`config.mk`:
```
export PLATFORM = sky130hd
export DESIGN_NAME = circle_spawn_scheduler
export DESIGN_NICKNAME = d
export VERILOG_FILES = /design/src/rtl/circle_spawn_scheduler_pkg.sv /design/src/rtl/hue_ramp.sv /design/src/rtl/circle_spawn_scheduler.sv
export SDC_FILE = /design/constraint.sdc
export NUM_CORES = 1
export LEC_CHECK = 0
export ABC_AREA = 1
export CAP_MARGIN = 40
export CORE_MARGIN = 3
export CORE_UTILIZATION = 45
export CTS_CLUSTER_DIAMETER = 200
export DETAILED_ROUTE_END_ITERATION = 10
export GPL_TIMING_DRIVEN = 0
export PLACE_DENSITY_LB_ADDON = 0.3
export SLEW_MARGIN = 20
export SYNTH_ARGS = -nofsm -noshare
export SYNTH_HDL_FRONTEND = slang
export SYNTH_SLANG_ARGS = --single-unit
```
`constraint.sdc`:
```
create_clock -name i_clk -period 7 [get_ports i_clk]
set_clock_uncertainty 0.2 [all_clocks]
set_input_delay 1.05 -clock i_clk [delete_from_list [all_inputs] [get_ports i_clk]]
set_output_delay 1.05 -clock i_clk [all_outputs]
set_load 0.02 [all_outputs]
```
`src/rtl/circle_spawn_scheduler_pkg.sv`:
```
// Shared visualizer definitions: scheduler FSM states, screen geometry and
// the breakpoints of the X-to-colour hue ramp.
package circle_spawn_scheduler_pkg;

  localparam int SCREEN_W = 640;
  localparam int SCREEN_H = 480;

  localparam int HUE_BP1 = 160;
  localparam int HUE_BP2 = 320;
  localparam int HUE_BP3 = 480;

  localparam logic [10:0] X_MAX = 11'(SCREEN_W - 1);
  localparam logic [10:0] Y_MAX = 11'(SCREEN_H - 1);

  typedef enum logic [1:0] {
    ST_IDLE  = 2'd0,
    ST_COLOR = 2'd1,
    ST_WRITE = 2'd2
  } state_t;

  // 51/32 scales a 0..159 ramp distance onto 0..253; product kept at 19 bits.
  function automatic logic [7:0] ramp51(input logic [10:0] d);
    logic [18:0] p;
    p = 19'(d) * 19'd51;
    return 8'(p >> 5);
  endfunction

  function automatic logic [10:0] clamp_to(input logic [10:0] v, input logic [10:0] lim);
    return (v > lim) ? lim : v;
  endfunction

endpackage

```
`src/rtl/hue_ramp.sv`:
```
// Combinational X-position to RGB rainbow ramp (red -> green -> cyan -> blue).
// Expects X already clamped to the visible width.
module hue_ramp
  import circle_spawn_scheduler_pkg::*;
(
  input  logic [10:0] x,
  output logic [7:0]  r,
  output logic [7:0]  g,
  output logic [7:0]  b
);

  always_comb begin
    r = 8'd0;
    g = 8'd0;
    b = 8'd0;
    if (x < 11'(HUE_BP1)) begin
      r = 8'hFF;
      g = ramp51(x);
    end else if (x < 11'(HUE_BP2)) begin
      r = ramp51(11'(HUE_BP2 - 1) - x);
      g = 8'hFF;
    end else if (x < 11'(HUE_BP3)) begin
      g = 8'hFF;
      b = ramp51(x - 11'(HUE_BP2));
    end else begin
      g = ramp51(X_MAX - x);
      b = 8'hFF;
    end
  end

endmodule

```
`src/rtl/circle_spawn_scheduler.sv`:
```
// Arbitrates two spawn requesters, colours the accepted circle from its X
// position and writes it into the oldest circle-table slot; also emits fade ticks.
module circle_spawn_scheduler
  import circle_spawn_scheduler_pkg::*;
#(
  parameter int CIRNUM   = 25,
  parameter int FADE_DIV = 1048576,
  parameter int MIN_GAP  = 4194304
) (
  input  logic                      i_clk,
  input  logic                      i_rst,
  input  logic [1:0]                i_req_valid,
  input  logic [1:0][10:0]          i_req_x,
  input  logic [1:0][10:0]          i_req_y,
  input  logic [1:0][10:0]          i_req_rad,
  output logic [1:0]                o_req_ready,
  output logic                      o_wr_en,
  output logic [$clog2(CIRNUM)-1:0] o_wr_slot,
  output logic [10:0]               o_wr_x,
  output logic [10:0]               o_wr_y,
  output logic [10:0]               o_wr_rad,
  output logic [7:0]                o_wr_r,
  output logic [7:0]                o_wr_g,
  output logic [7:0]                o_wr_b,
  output logic                      o_fade_tick,
  output logic                      o_busy,
  output state_t                    o_dbg_state
);

  localparam int SW = $clog2(CIRNUM);
  localparam int CW = $clog2(MIN_GAP + 1);
  localparam int FW = (FADE_DIV > 1) ? $clog2(FADE_DIV) : 1;

  localparam logic [SW-1:0] SLOT_LAST = SW'(CIRNUM - 1);
  localparam logic [CW-1:0] COOL_LOAD = CW'(MIN_GAP - 3);
  localparam logic [FW-1:0] FADE_LAST = FW'(FADE_DIV - 1);

  state_t         state;
  logic [SW-1:0]  slot_ptr;
  logic [CW-1:0]  cooldown;
  logic [FW-1:0]  fade_cnt;
  logic           rr_prio;
  logic [10:0]    lat_x;
  logic [10:0]    lat_y;
  logic [10:0]    lat_rad;
  logic           win;
  logic           can_accept;
  logic           take;
  logic [7:0]     hue_r;
  logic [7:0]     hue_g;
  logic [7:0]     hue_b;

  // Handshake: a request transfers in the cycle where i_req_valid[k] and
  // o_req_ready[k] are both high; the requester holds valid and data stable
  // until then, and ready never depends on anything but state and valid.
  always_comb begin
    win = i_req_valid[1];
    if (i_req_valid == 2'b11) begin
      win = rr_prio;
    end
  end

  assign can_accept  = (state == ST_IDLE) && (cooldown == '0) && !i_rst;
  assign take        = can_accept && (i_req_valid != 2'b00);
  assign o_req_ready = take ? (win ? 2'b10 : 2'b01) : 2'b00;

  hue_ramp u_hue_ramp (
    .x (lat_x),
    .r (hue_r),
    .g (hue_g),
    .b (hue_b)
  );

  always_ff @(posedge i_clk or posedge i_rst) begin
    if (i_rst) begin
      state     <= ST_IDLE;
      slot_ptr  <= '0;
      cooldown  <= '0;
      rr_prio   <= 1'b0;
      lat_x     <= '0;
      lat_y     <= '0;
      lat_rad   <= '0;
      o_wr_en   <= 1'b0;
      o_wr_slot <= '0;
      o_wr_x    <= '0;
      o_wr_y    <= '0;
      o_wr_rad  <= '0;
      o_wr_r    <= '0;
      o_wr_g    <= '0;
      o_wr_b    <= '0;
    end else begin
      o_wr_en <= 1'b0;
      case (state)
        ST_IDLE: begin
          if (take) begin
            lat_x   <= clamp_to(i_req_x[win], X_MAX);
            lat_y   <= clamp_to(i_req_y[win], Y_MAX);
            lat_rad <= i_req_rad[win];
            rr_prio <= ~win;
            state   <= ST_COLOR;
          end
        end
        ST_COLOR: begin
          o_wr_en   <= 1'b1;
          o_wr_slot <= slot_ptr;
          o_wr_x    <= lat_x;
          o_wr_y    <= lat_y;
          o_wr_rad  <= lat_rad;
          o_wr_r    <= hue_r;
          o_wr_g    <= hue_g;
          o_wr_b    <= hue_b;
          state     <= ST_WRITE;
        end
        ST_WRITE: begin
          slot_ptr <= (slot_ptr == SLOT_LAST) ? '0 : slot_ptr + 1'b1;
          state    <= ST_IDLE;
        end
        default: state <= ST_IDLE;
      endcase

      // Loaded three short of the gap: handshake and COLOR cycles make up the rest.
      if (state == ST_WRITE) begin
        cooldown <= COOL_LOAD;
      end else if (cooldown != '0) begin
        cooldown <= cooldown - 1'b1;
      end
    end
  end

  always_ff @(posedge i_clk or posedge i_rst) begin
    if (i_rst) begin
      fade_cnt <= '0;
    end else begin
      fade_cnt <= (fade_cnt == FADE_LAST) ? '0 : fade_cnt + 1'b1;
    end
  end

  assign o_fade_tick = (fade_cnt == FADE_LAST);
  assign o_busy      = (state != ST_IDLE) || (cooldown != '0);
  assign o_dbg_state = state;

endmodule

```
# Word level (Yosys, flattened, before mapping)
# Index checks and enable logic that the tools add are counted.
[totals]
reg_bits = 147
elab_cells = 77
[classes]
magnitude_cmp = 6
n_bitwise = 1
n_addsub = 6
mul = 4
muxes = 26
reduce_logical = 12
n_eq_ne = 6
[op_table]
columns = ["op", "count"]
rows = [
  ["2-to-1 mux 11 bit", 8],
  ["2-to-1 mux 8 bit", 8],
  ["multiplier 11 x 6 -> 13 bit (second input constant)", 4],
  ["2-to-1 mux 23 bit", 2],
  ["logical NOT 23 bit", 1],
  ["nonzero test 23 bit", 1],
  ["subtractor 23 x 1 -> 23 bit (second input constant)", 1],
  ["less-than comparator 11 x 9 -> 1 bit (second input constant)", 2],
  ["adder 20 x 1 -> 20 bit (second input constant)", 1],
  ["equality test 20 bit (second input constant)", 1],
  ["2-to-1 mux 20 bit", 1],
  ["greater-than comparator 11 x 10 -> 1 bit (second input constant)", 1],
  ["greater-than comparator 11 x 9 -> 1 bit (second input constant)", 1],
  ["less-than comparator 11 x 8 -> 1 bit (second input constant)", 1],
  ["subtractor 10 x 11 -> 11 bit (first input constant)", 1],
  ["subtractor 11 x 9 -> 11 bit (second input constant)", 1],
  ["subtractor 9 x 11 -> 11 bit (first input constant)", 1],
  ["2-to-1 mux 2 bit", 3],
  ["nonzero test 2 bit", 3],
  ["adder 5 x 1 -> 5 bit (second input constant)", 1],
  ["equality test 5 bit (second input constant)", 1],
  ["2-to-1 mux 5 bit", 1],
  ["equality test 2 bit (second input constant)", 2],
  ["one-hot mux 2 bit (2 select lines)", 1],
  ["10 further kinds", 13],
]

# Logic depth before layout (Yosys ltp)
# Gate-level depths: netlist of run 1.
[depth]
word_depth = 6
mapped_depth = 22
depth_no_buf = 21

# Cells and area by module
# Synthesis of run 1 repeated with hierarchy kept, for this count alone.
[unflattened]
cells_unflattened = 1491
hier_area_um2 = 11056.9
[by_module_without_submodules]
columns = ["mod", "area_per_inst_um2", "seq_area_each_um2", "instances", "cells_each"]
rows = [
  ["circle_spawn_scheduler", 6966.7, 3678.5, 1, 882],
  ["hue_ramp", 4090.2, 0.0, 1, 609],
]

# Worst setup path after synthesis of run 1
# OpenSTA, ideal clock, no wires.
[synth_path]
path_kind = "in2out"
from = "input port i_rst"
to = "output port o_req_ready[1]"
setup_slack_ps = 868
required_time_ps = 5750
arrival_time_ps = 4882
path_stages = 3
path_cell_list = "inv_1 nand3_2 nor2_1"
[synth_between]
elab_chain_cells = 4
[synth_lines]
columns = ["item", "line", "text"]
rows = [
  ["start, declared", "circle_spawn_scheduler.sv:11", "input logic i_rst,"],
  ["logical NOT 1 bit (no line)", "-", ""],
  ["logical AND 1 bit", "circle_spawn_scheduler.sv:63", "assign can_accept = (state == ST_IDLE) && (cooldown == '0) && !i_rst;"],
  ["logical AND 1 bit", "circle_spawn_scheduler.sv:64", "assign take = can_accept && (i_req_valid != 2'b00);"],
  ["2-to-1 mux 2 bit", "circle_spawn_scheduler.sv:65", "assign o_req_ready = take ? (win ? 2'b10 : 2'b01) : 2'b00;"],
  ["end, declared", "circle_spawn_scheduler.sv:16", "output logic [1:0] o_req_ready,"],
]
# Every way passes these cells.

# Worst setup path after layout of run 1
[layout_path]
from = "register lat_x[6]"
to = "register o_wr_b[7]"
[layout_between]
elab_chain_cells = 5
word_cells_on_any_way = 8
[layout_lines]
columns = ["item", "line", "text"]
rows = [
  ["start, declared", "circle_spawn_scheduler.sv:43", "logic [10:0] lat_x;"],
  ["start signal, assigned", "circle_spawn_scheduler.sv:96", "lat_x <= clamp_to(i_req_x[win], X_MAX);"],
  ["subtractor 11 x 9 -> 11 bit", "hue_ramp.sv:24", "b = ramp51(x - 11'(HUE_BP2));"],
  ["multiplier 11 x 6 -> 13 bit", "circle_spawn_scheduler_pkg.sv:24", "p = 19'(d) * 19'd51;"],
  ["2-to-1 mux 8 bit", "hue_ramp.sv:22", "end else if (x < 11'(HUE_BP3)) begin"],
  ["2-to-1 mux 8 bit", "hue_ramp.sv:19", "end else if (x < 11'(HUE_BP2)) begin"],
  ["2-to-1 mux 8 bit (*)", "hue_ramp.sv:16", "if (x < 11'(HUE_BP1)) begin"],
  ["end signal, assigned", "circle_spawn_scheduler.sv:111", "o_wr_b <= hue_b;"],
  ["end, declared", "circle_spawn_scheduler.sv:24", "output logic [7:0] o_wr_b,"],
]
# Mark *: on every way between the ends. The rest lies on a longest branch, timed or not.
# A chain may end at the register's enable or synchronous reset.

==> metrics.md, run 1 <==
| Metric | Value |
|---|---|
| Initial core utilization | `46.0%` |
| DR iter-0 viols | `534` |
| Pre-CTS WS | `2.35 ns` |
| WP data arrival | `4.82 ns` |
| Slew margin rel. | `54.3%` |
| Pwr/cell area | `434 nW/µm²` |
| CTS tree | `built` |
| Vias in the first global route | `9302` |
| CP Max Fanout | `7` |
| Final worst setup slack | `2.30 ns` |
| Gr ovfl total | `0` |
| Nets@finish | `1769` |
| Layout cells sized above 1 | `6.31%` |
| GPL Wtd Cong | `0.907` |
| Vias | `9348` |
| Yosys warning count | `0` |
| Hold WC Path Type | `flip-flop to flip-flop` |
| MaxCap Viol Count | `0` |
| Dpl cell area | `12600 µm²` |
| Detailed Routing Iterations Pass 1 | `5` |
| Critical path required time | `7.12 ns` |
| Total chip power | `5.76 mW` |
| Ant diodes | `0` |
| Die Span Y | `161 µm` |
| Final Instance Area | `13300 µm²` |
| Endpoint type of the worst setup path | `flip-flop` |
| Status | `finished clean` |
| Clock-pin slew on the worst setup and hold paths | `0.07 ns` |
| Crit path kind | `flip-flop to flip-flop` |
| Final Core Density | `56.3%` |
| Async SR Flop Fraction | `100%` |
| Row cnt | `56` |
| Routed Antenna Nets | `0` |
| Global-route wire length before repair | `46400 µm` |
| Via density | `4.91` |
| Clock tree buffer depth | `2` |
| Total wire length | `27600 µm` |
| Post-Syn Instances | `1412` |
| Final hold violation count | `0` |
| Avg Synthesized Cell Area | `7.67 µm²` |
| Worst-margin pin slew | `0.685 ns` |
| Leakage | `6.87 nW` |
| Post-DP HPWL | `22000 µm` |
| Seq/Total Area, Yosys | `34.0%` |
| Global-route usage over all layers | `22.1%` |
| Layout area overhead | `22.4%` |
| Sink of the worst hold path | `o_wr_y[4]` |
| Cts bufs inserted | `17` |
| EDFF count, synth | `0` |
| Period utilization | `67.1%` |
| Cts hold-fix bufs | `0` |
| Worst flop-to-flop path endpoint | `o_wr_b[7]` |
| CTS sink cnt | `147` |
| Slew Limit Fails | `0` |
| Hold depth | `2` |
| Routed len/inst | `14.5 µm` |
| Clk_lat worst skew | `0.43 ns` |
| Synth Register Bits | `147` |
| Syn Std Cell Area | `10800 µm²` |
| Die area | `26000 µm²` |
| Final setup fails | `0` |
| Clk root buf | `clkbuf_16` |
| Postcts setup bufs | `0` |
| Post-CTS Resized | `0` |
| VDD IR max | `0.000222 V` |
| Syn_nets | `1610` |
| Reg2Reg Depth | `22` |
| Ports | `139` |
| RR Startpoint | `lat_x[6]` |
| DRC Markers | `0` |
| Core area | `23500 µm²` |
| CTS H-tree lvls | `4` |
| Port Buffers | `138` |
| R2r setup slk | `2.30 ns` |
| Primary FF master, synth | `dfrtp_1` |
| Largest net degree at the start of global routing | `91` |
| Period minus WS final | `4.70 ns` |
| Peak Freq | `213 MHz` |
| Hold path startpoint | `lat_y[4]` |
| Yosys cell types | `48` |
| DIE WIDTH | `161 µm` |
| RSZ-0062 raised after global routing | `no` |
| Initial antenna violation count | `0` |
| Startpoint class of the critical path | `flip-flop` |
## cell type report
type                    count  area [µm²]
plain buffers              28         175
clock buffers              17         425
clock inverters            15         181
fillers                  2286       10300
inverters                 242         928
multi-input cells         995        6050
flip-flops and latches    147        3680
well taps                 319         399
repair buffers            140        1420
## metrics by stage
step / TNS (ns) / cells / hold WS, ns
2_1_floorplan: 0 / 1412 / 0.236
3_3_place_gp: -40.69 / 1869 / 0.248
3_5_place_dp: 0 / 1870 / 0.256
4_1_cts: 0 / 1902 / 0.271
5_1_grt: 0 / 1903 / 0.285
6_report: 0 / 1903 / 0.272
## cell families (layout without fill, tap and decap cells)
family | after synthesis | count (layout) | synth area share, %
AOI/OAI and AO/OA | 163 | 163 | 8.55
xor gates and xnor gates | 41 | 41 | 3.32
adders and majority gates | 128 | 128 | 18.3
buffers and inverters | 270 | 442 | 10.1
DFF | 147 | 147 | 34.0
muxes | 1 | 1 | 0.0924
and+or+nand+nor | 662 | 662 | 25.7
## synthesized netlist by cell type (7+ instances only)
cell type	instances	share of area, %
nand4_1	11	0.64
ha_1	78	9.0
inv_1	238	8.2
nand2_1	428	15
fa_1	50	9.2
o21bai_1	7	0.49
a21oi_1	49	2.3
nor2_1	100	3.5
dfrtp_1	147	34
o21ai_0	64	3.0
nor3_1	14	0.65
nor2_2	14	0.81
o21ai_2	13	1.1
nand2_2	10	0.58
o21ai_1	13	0.60
xor2_1	27	2.2
nand3_1	63	2.9
clkbuf_1	16	0.55
xnor2_1	14	1.1
## layer usage
| metal | up-vias | wire, µm | GRT usage (%) |
|---|---|---|---|
| met4 | 0 | 437 | 5.55 |
| li1 | 4695 | - | - |
| met2 | 274 | 12300 | 35.3 |
| met3 | 25 | 1930 | 5.77 |
| met1 | 4354 | 13000 | 30.4 |
| met5 | - | 0 | 0 |
## worst max-delay path: stages, from the launching register on
cell	delay, ns
dfrtp_1	0.44
clkbuf_2	0.19
inv_1	0.24
ha_1	0.31
inv_1	0.13
nand2_1	0.08
nand2_1	0.06
xor2_1	0.24
inv_1	0.07
ha_1	0.30
fa_1	0.48
inv_1	0.05
fa_1	0.53
inv_1	0.04
ha_1	0.36
nand2_1	0.13
inv_1	0.05
a21boi_0	0.17
nand3_1	0.15
nand2_1	0.09
nand2_1	0.04
o21ai_0	0.16
nand2_1	0.07
## sequential cells by signal (all words and copies together) (netlist names)
| name | cells |
|---|---|
| cooldown | 23 |
| fade_cnt | 20 |
| lat_rad | 11 |
| lat_x | 11 |
| lat_y | 11 |
| o_wr_rad | 11 |
| o_wr_x | 11 |
| o_wr_y | 11 |
| o_wr_b | 8 |
| o_wr_g | 8 |
| o_wr_r | 8 |
| o_wr_slot | 5 |
| slot_ptr | 5 |
| o_dbg_state | 2 |
| o_wr_en | 1 |
| rr_prio | 1 |
## cell usage in the layout (no fill, tap or decap), types with 14 or more instances in the layout
cell type	count
a21oi_1	49
ha_1	78
xor2_1	27
fa_1	50
nor2_2	14
clkbuf_16	17
clkdlybuf4s50_1	138
o21ai_0	64
nor3_1	14
clkbuf_1	16
dfrtp_1	147
nand3_1	63
inv_1	237
xnor2_1	14
nand2_1	428
nor2_1	100
## power by group
group | total [mW] | internal, mW | switching, mW
registers | 1.11 | 0.993 | 0.118
logic | 3.73 | 1.43 | 2.30
clock network | 0.918 | 0.485 | 0.434
## worst max-delay path by stage
stage | end | start | cells past startpoint
after detailed placement | o_wr_b[7] | lat_x[6] | 22
after CTS | o_wr_b[7] | lat_x[6] | 22
final | o_wr_b[7] | lat_x[6] | 22
after global routing | o_wr_b[7] | lat_x[6] | 22
after global placement | o_req_ready[0] | i_rst | 5
after floorplan | o_req_ready[1] | i_rst | 3
No activity file was read; power rests on OpenSTA's default activity.
==> run 2, diff against run 1 <==
clock period = 4.08 ns   (was 7 ns; I/O delays follow)
==> metrics.md, run 2 (same netlist as run 1, synthesis figures left out) <==
| Metric | Value |
|---|---|
| Total wire length | `29100 µm (+5.3%)` |
| Core area | `23500 µm² (unchanged)` |
| Initial core utilization | `46.0% (unchanged)` |
| Gr ovfl total | `0 (unchanged)` |
| Register with the most flip-flops | `cooldown` |
| Post-DP HPWL | `22000 µm (-0.41%)` |
| Hold path startpoint | `lat_y[9]` |
| Initial antenna violation count | `0 (unchanged)` |
| Cts bufs inserted | `17 (unchanged)` |
| Routed Antenna Nets | `0 (unchanged)` |
| Global-route wire length before repair | `45200 µm (-2.4%)` |
| Status | `finished clean` |
| Vias | `9554 (+2.2%)` |
| Multi-input gate area | `6350 µm² (+4.8%)` |
| CTS H-tree lvls | `4 (unchanged)` |
| Worst-margin pin slew | `0.883 ns (+0.199 ns)` |
| Clk root buf | `clkbuf_16` |
| Most frequent cells in the layout | `nand2_1 (425), inv_1 (229), dfrtp_1 (143)` |
| Via density | `4.93 (+0.46%)` |
| Slew Limit Fails | `0 (unchanged)` |
| R2r setup slk | `0.12 ns (-2.18 ns)` |
| WP data arrival | `4.07 ns (-0.75 ns)` |
| Row cnt | `56 (unchanged)` |
| Period utilization | `97.1% (+30 points)` |
| Worst flop-to-flop path endpoint | `o_wr_b[5]` |
| FF+latch area | `3680 µm² (+0.14%)` |
| VDD IR max | `0.000506 V (+130%)` |
| Startpoint class of the critical path | `flip-flop` |
| DRC Markers | `0 (unchanged)` |
| Largest delay share family, worst path | `adder cells` |
| Sink of the worst hold path | `lat_y[9]` |
| Detailed Routing Iterations Pass 1 | `5 (unchanged)` |
| Reg2Reg Depth | `17 (-23%)` |
| Critical path required time | `4.19 ns (-2.93 ns)` |
| Fillers | `2100 (-8.1%)` |
| Dpl cell area | `12700 µm² (+0.67%)` |
| CTS tree | `built` |
| Critical Path Slowest Stage Cell | `fa_1` |
| RR Startpoint | `lat_x[8]` |
| Ant diodes | `0 (unchanged)` |
| Max reg flops | `23 (unchanged)` |
| CP Depth | `17 (-23%)` |
| Ports | `139 (unchanged)` |
| Final Instance Area | `13800 µm² (+4.4%)` |
| Commonest non-fill, non-tap cell in the layout | `nand2_1` |
| Endpoint type of the worst setup path | `flip-flop` |
| Leakage | `7.02 nW (+2.1%)` |
| RSZ-0062 raised after global routing | `yes` |
| Largest net degree at the start of global routing | `34 (-63%)` |
| Top Registers | `cooldown (23), fade_cnt (20)` |
| Nets@finish | `1802 (+1.9%)` |
| Die area | `26000 µm² (unchanged)` |
| Peak Freq | `252 MHz (+19%)` |
| CP bufs+invs | `4 (-3)` |
| DIE WIDTH | `161 µm (unchanged)` |
| Global-route usage over all layers | `21.6% (-0.53 points)` |
| Placed insts | `1874 (+0.21%)` |
| Layout area overhead | `27.9%` |
| Routed len/inst | `15.0 µm (+3.5%)` |
| Die Span Y | `161 µm (unchanged)` |
| Crit path kind | `flip-flop to flip-flop` |
| Origin of the worst setup path | `lat_x[8]` |
| Final setup fails | `0 (unchanged)` |
| CP max stage delay | `0.55 ns (+0.02 ns)` |
| Hold depth | `2 (unchanged)` |
| CTS sink cnt | `147 (unchanged)` |
| GPL Wtd Cong | `0.937 (+3.3%)` |
| CP most frequent cell | `inv_1` |
| Cells along the critical path | `buf_4, ha_2, a21oi_4, xor2_2, ha_1, fa_1, inv_1, fa_1, inv_1, ha_4, inv_1, o21bai_1, nor2_1, nand3_1, nand2_1, o21ai_0, nand2_1` |
| Clock-pin slew on the worst setup and hold paths | `0.06 ns (about the same)` |
| Post-route insts no fill | `1936 (+1.7%)` |
| Hold WC Path Type | `flip-flop to flip-flop` |
| Layout cells sized above 1 | `11.4% (+5.1 points)` |
| Pwr/cell area | `771 nW/µm² (+78%)` |
| Period minus WS final | `3.96 ns (-0.737 ns)` |
| DR iter-0 viols | `546 (+2.2%)` |
| MaxCap Viol Count | `0 (unchanged)` |
| Final hold violation count | `0 (unchanged)` |
| Clock tree buffer depth | `2 (unchanged)` |
| Vias in the first global route | `9117 (-2.0%)` |
| Clk_lat worst skew | `0.43 ns (about the same)` |
| Slew margin rel. | `40.7% (-14 points)` |
| Port Buffers | `138 (unchanged)` |
| CP Max Fanout | `4 (-3)` |
## run 2: cell count changes in the layout (fill, tap and decap cells not counted), moves of 5 or more
cell        delta
inv_6          +6
xor2_1         -6
buf_4         +28
inv_8          -5
xor2_2         +5
ha_4          +11
a21oi_1        -6
ha_1          -19
clkinvlp_4     +5
inv_1          -8
ha_2           +8
## run 2: final cells by class
class / count / area share [%]
multi-input combinational: 995 / 45.8
buffer: 28 / 1.34
tap: 319 / 2.88
clock buffer: 18 / 3.10
inverter: 242 / 6.85
sequential: 147 / 26.6
clock inverter: 14 / 0.994
timing repair buffer: 173 / 12.4
## run 2: how the worst max path moves through the flow
stage	endpoint	slack (ns)
6_report	o_wr_b[5]	0.12
2_1_floorplan	o_req_ready[1]	0.004
5_1_grt	o_wr_g[5]	-0.05
3_3_place_gp	o_req_ready[0]	-2.25
3_5_place_dp	o_wr_b[7]	-0.51
4_1_cts	o_wr_r[7]	0.01
## run 2: through the flow
stage	util (%)	hold slack (ns)	setup TNS (ns)	power [mW]	setup slack, ns
after CTS	57.3	0.275	0	9.99	0.00956
after global routing	58.8	0.290	-0.195	11.7	-0.0496
after global placement	53.6	0.249	-8.13	8.08	-2.25
after floorplan	-	0.236	0	6.59	0.00439
final	58.8	0.271	0	10.7	0.118
after detailed placement	54.1	0.258	-3.00	8.21	-0.514
## run 2: what timing repair did
action                                  in CTS  in global routing
hold buffers                                 0                  0
setup buffers                               14                 16
resized for setup                           22                 44
endpoints found under the hold margin        0                  0
gates cloned                                 0                  0
pin swaps                                    1                 21
endpoints found under the setup margin      15                 15
## run 2: layer usage
metal	wire (µm)	GRT usage, %	vias to the layer above
met1	12900	28.8	4465
li1	-	-	4749
met2	13500	35.0	294
met5	0	0	-
met4	565	5.83	0
met3	2060	5.98	46
## run 2: worst reg2reg max path, stage by stage (launching register included)
cell      delay (ns)
dfrtp_2         0.44
buf_4           0.16
ha_2            0.21
a21oi_4         0.19
xor2_2          0.18
ha_1            0.28
fa_1            0.51
inv_1           0.06
fa_1            0.55
inv_1           0.08
ha_4            0.29
inv_1           0.05
o21bai_1        0.20
nor2_1          0.10
nand3_1         0.09
nand2_1         0.04
o21ai_0         0.16
nand2_1         0.07
## run 2: where the power goes
group	switching, mW	leakage [nW]	internal (mW)
Clock	0.702	0.276	0.808
Sequential	0.197	1.86	1.71
Combinational	4.33	4.88	2.94
Total	5.23	7.02	5.45
==> run 3, diff against run 2 <==
GPL_TIMING_DRIVEN = 1   (was 0)
==> metrics.md, run 3 (same netlist as run 1, synthesis figures left out) <==
| Metric | Value |
|---|---|
| MaxCap Viol Count | `0 (unchanged)` |
| Peak Freq | `258 MHz (+2.2%)` |
| Commonest non-fill, non-tap cell in the layout | `nand2_1` |
| Endpoint type of the worst setup path | `flip-flop` |
| Pwr/cell area | `773 nW/µm² (+0.24%)` |
| Post-DP HPWL | `20400 µm (-6.9%)` |
| Total wire length | `26900 µm (-7.6%)` |
| Global-route wire length before repair | `44600 µm (-1.4%)` |
| DIE WIDTH | `161 µm (unchanged)` |
| Startpoint class of the critical path | `flip-flop` |
| Clk_lat worst skew | `0.43 ns (about the same)` |
| Period utilization | `95.0% (-2.1 points)` |
| CP Max Fanout | `4 (unchanged)` |
| Register with the most flip-flops | `cooldown` |
| WP data arrival | `3.99 ns (-0.08 ns)` |
| CTS sink cnt | `147 (unchanged)` |
| Routed len/inst | `14.1 µm (-5.8%)` |
| Row cnt | `56 (unchanged)` |
| Vias in the first global route | `9146 (+0.32%)` |
| Period minus WS final | `3.88 ns (-0.0848 ns)` |
| Critical Path Slowest Stage Cell | `fa_1` |
| Hold path startpoint | `lat_y[10]` |
| Cells along the critical path | `inv_2, ha_1, a21oi_2, xor2_2, ha_1, fa_1, inv_1, fa_1, inv_1, ha_4, inv_1, o21bai_2, nor2_1, nand3_1, nand2_1, o21ai_0, nand2_1` |
| Top Registers | `cooldown (23), fade_cnt (20)` |
| RR Startpoint | `lat_x[7]` |
| Via density | `4.87 (-1.3%)` |
| VDD IR max | `0.000501 V (-1.1%)` |
| CP most frequent cell | `inv_1` |
| Leakage | `6.91 nW (-1.5%)` |
| Die Span Y | `161 µm (unchanged)` |
| CTS tree | `built` |
| Clock-pin slew on the worst setup and hold paths | `0.06 ns (about the same)` |
| Most frequent cells in the layout | `nand2_1 (424), inv_1 (233), dfrtp_1 (146)` |
| Clock tree buffer depth | `2 (unchanged)` |
| DR iter-0 viols | `474 (-13%)` |
| Clk root buf | `clkbuf_16` |
| Largest net degree at the start of global routing | `148 (+340%)` |
| Port Buffers | `138 (unchanged)` |
| FF+latch area | `3680 µm² (-0.10%)` |
| Vias | `9252 (-3.2%)` |
| Initial antenna violation count | `0 (unchanged)` |
| CP bufs+invs | `4 (unchanged)` |
| Final setup fails | `0 (unchanged)` |
| Final hold violation count | `0 (unchanged)` |
| Final worst setup slack | `0.203 ns (+0.0848 ns)` |
| Critical path required time | `4.19 ns (about the same)` |
| Status | `finished clean` |
| GPL Wtd Cong | `0.947 (+1.0%)` |
| CP max stage delay | `0.54 ns (about the same)` |
| Pre-CTS WS | `-0.107 ns (+0.407 ns)` |
| Largest delay share family, worst path | `adder cells` |
| Layout cells sized above 1 | `9.55% (-1.8 points)` |
| Core area | `23500 µm² (unchanged)` |
| Detailed Routing Iterations Pass 1 | `5 (unchanged)` |
| Cts bufs inserted | `17 (unchanged)` |
| Final Instance Area | `13400 µm² (-3.0%)` |
| Routed Antenna Nets | `0 (unchanged)` |
| DRC Markers | `0 (unchanged)` |
| Hold WC Path Type | `flip-flop to flip-flop` |
| Initial core utilization | `46.0% (unchanged)` |
| Multi-input gate area | `6240 µm² (-1.7%)` |
| Crit path kind | `flip-flop to flip-flop` |
| Slew Limit Fails | `0 (unchanged)` |
| Global-route usage over all layers | `21.0% (-0.59 points)` |
| Nets@finish | `1767 (-1.9%)` |
| Slew margin rel. | `49.2% (+8.5 points)` |
| Max reg flops | `23 (unchanged)` |
| Fillers | `2195 (+4.5%)` |
| Origin of the worst setup path | `lat_x[7]` |
| CTS H-tree lvls | `4 (unchanged)` |
| Gr ovfl total | `0 (unchanged)` |
| Die area | `26000 µm² (unchanged)` |
| Ports | `139 (unchanged)` |
| Dpl cell area | `12600 µm² (-0.76%)` |
| Worst-margin pin slew | `0.762 ns (-0.121 ns)` |
| Layout area overhead | `24.0%` |
| Ant diodes | `0 (unchanged)` |
## run 3: where the power goes
part	switching (mW)	internal (mW)	total, mW
Sequential	0.185	1.71	1.89
Combinational	4.21	2.73	6.95
Clock	0.687	0.857	1.54
## run 3: repair_timing
action,CTS,global route
resized for setup,4,36
setup endpoints to repair,1,9
hold endpoints to repair,0,0
pin swaps,1,10
buffers inserted,0,4
hold buffers,0,0
## run 3: path summary, 6_finish.rpt
| kind | to | slack [ns] | depth (start not counted) |
|---|---|---|---|
| worst max-delay path | o_wr_b[5] | 0.20 | 17 |
| worst min-delay path | lat_y[10] | 0.27 | 2 |
| worst min register to register | lat_y[10] | 0.27 | 2 |
| worst max register to register | o_wr_b[5] | 0.20 | 17 |
| max in group asynchronous | lat_x[8] | 2.40 | 3 |
| min in group asynchronous | slot_ptr[0] | 0.69 | 3 |
## run 3: routing by layer
metal / GRT usage (%) / wire length [µm] / part of all wire [%] / up-vias
li1: - / - / - / 4677
met2: 33.5 / 12100 / 45 / 276
met5: 0 / 0 / 0 / -
met4: 5.94 / 408 / 1.5 / 0
met1: 29.2 / 12600 / 47 / 4263
met3: 4.44 / 1820 / 6.8 / 36
## run 3: tightest hold or removal path: cells and delay by family (launching register included)
| family | cells | cell delay [ns] |
|---|---|---|
| buffers and inverters | 1 | 0.04 |
| flip-flops | 1 | 0.34 |
| AND/OR/NAND/NOR | 1 | 0.05 |
## run 3: stage by stage
step	util [%]	TNS [ns]	hold WS, ns	power, mW	instances
2_1_floorplan	-	0	0.236	6.59	1412
3_3_place_gp	53.6	0	0.248	8.11	1864
3_5_place_dp	53.7	-0.107	0.254	8.26	1865
4_1_cts	56.2	0	0.270	9.89	1896
5_1_grt	57.0	-0.104	0.282	11.5	1900
6_report	57.0	0	0.268	10.4	1900
## run 3: cell type report
cell class                 instances  area share (%)
clock inverter                    14            1.10
multi-input combinational        995            46.5
tap                              319            2.97
sequential                       147            27.4
inverter                         242            6.91
timing repair buffer             166            12.0
clock buffer                      17            3.17
